[src/rtl/neokeon_iter_rotator_if.sv]
// neokeon_iter_rotator_if: request/result bundle for the iterative word rotator
interface neokeon_iter_rotator_if #(
   parameter int WIDTH   = 32,
   parameter int SHAMT_W = 5
);
   logic               inStart;
   logic               inDir;
   logic [SHAMT_W-1:0] inAmount;
   logic [WIDTH-1:0]   inDataWord;
   logic [WIDTH-1:0]   outputData;
   logic               outBusy;
   logic               outValid;
   modport master (output inStart, inDir, inAmount, inDataWord, input outputData, outBusy, outValid);
   modport slave  (input inStart, inDir, inAmount, inDataWord, output outputData, outBusy, outValid);
endinterface

[src/rtl/neokeon_iter_rotator.sv]
// neokeon_iter_rotator: rotates a word one bit per clock through a single rotate-by-1 stage
module neokeon_iter_rotator #(
   parameter int WIDTH   = 32,
   parameter int SHAMT_W = 5
) (
   input logic                   inClk,
   input logic                   inRst,
   neokeon_iter_rotator_if.slave bus
);
   typedef enum logic [1:0] {IDLE, ROT, DONE} state_t;
   state_t             state_q, state_d;
   logic [WIDTH-1:0]   work_q, work_d, data_q, data_d, rot1;
   logic [SHAMT_W-1:0] cnt_q, cnt_d;
   logic               dir_q, dir_d, accept;
   assign rot1   = dir_q ? {work_q[WIDTH-2:0], work_q[WIDTH-1]} : {work_q[0], work_q[WIDTH-1:1]};
   assign accept = bus.inStart && (state_q != ROT);
   // next state: accept in IDLE/DONE, one rotate step per cycle in ROT
   always_comb begin
      state_d = state_q;
      work_d  = work_q;
      data_d  = data_q;
      cnt_d   = cnt_q;
      dir_d   = dir_q;
      if (state_q == ROT) begin
         work_d = rot1;
         cnt_d  = cnt_q - 1'b1;
         if (cnt_q == SHAMT_W'(1)) begin
            state_d = DONE;
            data_d  = rot1;
         end
      end else if (accept) begin
         work_d  = bus.inDataWord;
         dir_d   = bus.inDir;
         cnt_d   = bus.inAmount;
         state_d = (bus.inAmount == '0) ? DONE : ROT;
         data_d  = (bus.inAmount == '0) ? bus.inDataWord : data_q;
      end else begin
         state_d = IDLE;
      end
   end
   // state and datapath registers; reset discards any rotation in progress
   always_ff @(posedge inClk) begin
      if (inRst) begin
         state_q <= IDLE;
         work_q  <= '0;
         data_q  <= '0;
         cnt_q   <= '0;
         dir_q   <= 1'b0;
      end else begin
         state_q <= state_d;
         work_q  <= work_d;
         data_q  <= data_d;
         cnt_q   <= cnt_d;
         dir_q   <= dir_d;
      end
   end
   assign bus.outputData = data_q;
   assign bus.outBusy    = (state_q == ROT);
   assign bus.outValid   = (state_q == DONE);
endmodule

[src/flat_wrapper.sv]
// flat-port wrapper written by rule: the top's interface ports become plain ports
module neokeon_iter_rotator_flat 
#(
   parameter int WIDTH   = 32,
   parameter int SHAMT_W = 5
)
  (inClk, inRst, bus_inStart, bus_inDir, bus_inAmount, bus_inDataWord, bus_outputData, bus_outBusy, bus_outValid);
  neokeon_iter_rotator_if #(.WIDTH(WIDTH), .SHAMT_W(SHAMT_W)) bus_i ();
  input logic inClk;
  input logic inRst;
  input wire logic [$bits(bus_i.inStart)-1:0] bus_inStart;
  input wire logic [$bits(bus_i.inDir)-1:0] bus_inDir;
  input wire logic [$bits(bus_i.inAmount)-1:0] bus_inAmount;
  input wire logic [$bits(bus_i.inDataWord)-1:0] bus_inDataWord;
  output wire logic [$bits(bus_i.outputData)-1:0] bus_outputData;
  output wire logic [$bits(bus_i.outBusy)-1:0] bus_outBusy;
  output wire logic [$bits(bus_i.outValid)-1:0] bus_outValid;
  assign bus_i.inStart = bus_inStart;
  assign bus_i.inDir = bus_inDir;
  assign bus_i.inAmount = bus_inAmount;
  assign bus_i.inDataWord = bus_inDataWord;
  assign bus_outputData = bus_i.outputData;
  assign bus_outBusy = bus_i.outBusy;
  assign bus_outValid = bus_i.outValid;
  neokeon_iter_rotator #(.WIDTH(WIDTH), .SHAMT_W(SHAMT_W)) u_core (.inClk(inClk), .inRst(inRst), .bus(bus_i));
endmodule
[config.mk]
export PLATFORM = sky130hd
export DESIGN_NAME = neokeon_iter_rotator_flat
export DESIGN_NICKNAME = d
export VERILOG_FILES = /design/src/rtl/neokeon_iter_rotator_if.sv /design/src/rtl/neokeon_iter_rotator.sv /design/src/flat_wrapper.sv
export SDC_FILE = /design/constraint.sdc
export NUM_CORES = 1
export LEC_CHECK = 0
export ABC_AREA = 1
export CORE_ASPECT_RATIO = 0.5
export CORE_MARGIN = 1.5
export CORE_UTILIZATION = 50
export DETAILED_ROUTE_END_ITERATION = 10
export GPL_TIMING_DRIVEN = 0
export HOLD_SLACK_MARGIN = 0.08
export PLACE_DENSITY = 0.76
export SLEW_MARGIN = 20
export SYNTH_ARGS = -nofsm -noshare
export SYNTH_HDL_FRONTEND = slang
export SYNTH_SLANG_ARGS = --single-unit
[constraint.sdc]
create_clock -name inClk -period 1.8 [get_ports inClk]
set_input_delay 0.36 -clock inClk [delete_from_list [all_inputs] [get_ports inClk]]
set_output_delay 0.36 -clock inClk [all_outputs]
set_load 0.02 [all_outputs]
==> impl_metrics.toml <==
[synth]
synth-edff-count = 0
netlist_area_um2 = 3650
synth_fp_nets = 595
synth-main-ff-cell = "dfxtp_1"
postSynthAreaPerCell_um2 = 6.62
synth-seq-cells = 72
synthDistinctLibCells = 28
async_flop_share_pct = 0
yosysSeqAreaShare_pct = 39.4
synth_warnings = 0
synth_cells = 552

[detailed_routing]
vias_per_cell = 5.01
drtIter0Drc = 275
wire_per_inst_um = 12.6
dr.pass1.iters = 5
route.detailed.drc = 0
vias = 3691
ant_nets = 0
wl_met3_um = 583
drt-total-wl_um = 9250
wl_met1_um = 4500
routed.top_layer = "met4"
wl_met2_um = 4020

[layout]
stdcell_area_um2 = 4820
synthToLayoutAreaGrowth_pct = 32.0
fin_util_pct = 70.1
final_nets = 682
drive_gt1_share_pct = 11.5
multiInputGateArea_um2 = 1710
diodes = 0
fillers = 626
register_area_um2 = 1440

[sta]
finalCritPeriodShare_pct = 95.8
finalSetupTns_ns = 0
final_hold_viol_count = 0
setup_viol = 0
fin_skew_ns = 0.00781
rsz0062_at_grt = "false"
slew_violations = 0
max_freq_ghz = 0.580
hold_slack_ns = 0.472
maxSlewHeadroom_pct = 67.8
min_period_ns = 1.72
tightestPinTransition_ns = 0.483

[cts]
cts.reportedPaths.clkPinSlew_ns = 0.06
cts_max_path_buffers = 2
cts_sinks = 72
numCtsBuffers = 9
insertion_delay_ns = 0.34
cts_root_buffer = "clkbuf_16"
cts_tree = "built"
h-tree-depth = 3
postCtsHoldBufs = 0

[placed_design]
placed_area_um2 = 4510
routabilityCongestion = 0.848
io_buffers = 74
place.detailed.hpwl_um = 6650

[hold_path]
hp-class = "flop to flop"

[global_routing]
grt_pass1_wl_um = 15500
grt_overflow = 0
grt_pass1_vias = 3293
grt_usage_pct = 25.5
antenna_found_initial = 0
grt_max_degree = 13

[worst_setup_path]
startpoint_type = "flop"
cp_slowest_cell = "dfxtp_1"
path_cells = "inv_2 > nor2_4 > buf_4 > clkdlybuf4s15_2"
critPathBufInv = 3
end_kind = "primary output"
critical_path_class = "flop to primary output"
cp_max_fo = 10
worstPathRequired_ns = 1.44
cp_slowest_stage_delay_ns = 0.40
cp_data_arrival_time_ns = 1.36
critical-path-top-delay-family = "buffers and inverters"

[die]
die_x_um = 124
dieArea_um2 = 7860
num_rows = 21
boundaryPins = 75
core_um2 = 6880
die_h_um = 63.5
start_util_pct = 53.1

[pwr]
max-vdd-ir-drop_uv = 549
leakagePower_nw = 2.41
power_density_nw_per_um2 = 988

[outcome]
status = "complete, no violations"

[run]
max-cap-violations = 0
## cell usage after synthesis, types with 4 or more instances
library cell,count,area share (%)
inv_1,55,5.6
o21ai_1,58,7.9
o21bai_1,31,6.4
nor2_1,95,9.8
a21oi_1,4,0.55
clkbuf_1,7,0.72
o21ai_0,39,5.3
buf_6,7,2.2
nand3_1,12,1.6
buf_2,15,2.1
inv_2,24,2.5
nand2_1,114,12
dfxtp_1,72,39
## placed cells by master, fill, tap and decap left out
cell type        instances
o21bai_1                31
nand2_4                  1
nand4_1                  1
inv_2                   24
nor2_2                   1
buf_2                   15
inv_1                   55
o21ai_1                 58
clkbuf_8                 1
clkbuf_2                 1
nor3_1                   1
nand2_1                114
clkbuf_16                9
a31oi_1                  1
a21oi_1                  4
bufinv_16                1
nand3_2                  1
o211ai_1                 1
nand3_1                 12
clkinv_2                 4
o221ai_1                 1
a211oi_1                 1
ha_1                     2
dfxtp_1                 72
nor2_1                  95
clkbuf_1                 6
nand2_2                  1
clkinv_4                 1
clkdlybuf4s50_1         72
nor2_4                   2
dlygate4sd2_1            1
buf_1                    2
buf_6                    7
clkdlybuf4s15_2          1
buf_4                    4
xnor2_1                  1
o21ai_0                 39
## logic make-up after synthesis
| kind of cell | synth area share [%] |
|---|---|
| AO/OA/AOI/OAI | 21.0 |
| XOR/XNOR | 0.240 |
| adder cells (fa/ha/maj) | 0.685 |
| buffers and inverters | 13.7 |
| flip-flops | 39.4 |
| AND/OR/NAND/NOR | 25.0 |
## per-layer routing
layer / track usage [%] / vias to the layer above
li1: - / 1899
met1: 35.2 / 1646
met2: 38.8 / 130
met3: 7.43 / 16
met4: 6.96 / 0
met5: 0 / -
## stage by stage
step / instances / total power, mW / worst slack (ns)
2_1_floorplan: 552 / 2.59 / 0.593
4_1_cts: 734 / 4.78 / -0.0406
5_1_grt: 736 / 5.03 / 0.000587
3_3_place_gp: 718 / 2.98 / -0.250
6_report: 736 / 4.77 / 0.0763
3_5_place_dp: 718 / 2.99 / -0.261
## worst register-to-register path: stages (launching register included)
cell	delay, ns
dfxtp_1	0.33
inv_1	0.07
ha_1	0.20
nand3_1	0.09
nand2_1	0.06
nand3_2	0.15
buf_2	0.27
nand2_1	0.10
nand2_1	0.08
nor2_1	0.04
## power breakdown
group | leakage [nW] | internal (mW) | switching (mW)
Combinational | 1.66 | 0.481 | 0.625
Sequential | 0.594 | 1.76 | 0.113
Clock | 0.152 | 1.10 | 0.687
## flip-flops by register name, indices dropped and copies added, names as in the netlist
signal                 count
u_core.bus.outputData     32
u_core.work_q             32
u_core.cnt_q               5
u_core.state_q             2
u_core.dir_q               1
## repair_timing
| action | in CTS | in global routing |
|---|---|---|
| buffers inserted | 0 | 2 |
| endpoints found under the setup margin | 2 | 28 |
| pin swaps | 0 | 1 |
| gates cloned | 0 | 0 |
| gates resized for setup | 4 | 2 |
## layout make-up
class                   instances  area share (%)
inverters                      79            6.15
plain buffers                  33            4.23
repair buffers                 76            15.7
well taps                      92            2.39
multi-input cells             368            35.5
clock buffers                  10            4.95
flip-flops and latches         72            29.9
clock inverters                 6            1.22
## worst paths after layout
kind	startpoint	end	slack (ns)	depth (start not counted)
worst max-delay path	u_core.state_q[0]	bus_outBusy	0.08	4
worst min register to register	u_core.bus.outputData[0]	u_core.bus.outputData[0]	0.47	2
worst max register to register	u_core.cnt_q[1]	u_core.bus.outputData[25]	0.30	9
worst min-delay path	u_core.bus.outputData[0]	u_core.bus.outputData[0]	0.47	2
No activity file was read; power rests on OpenSTA's default activity.
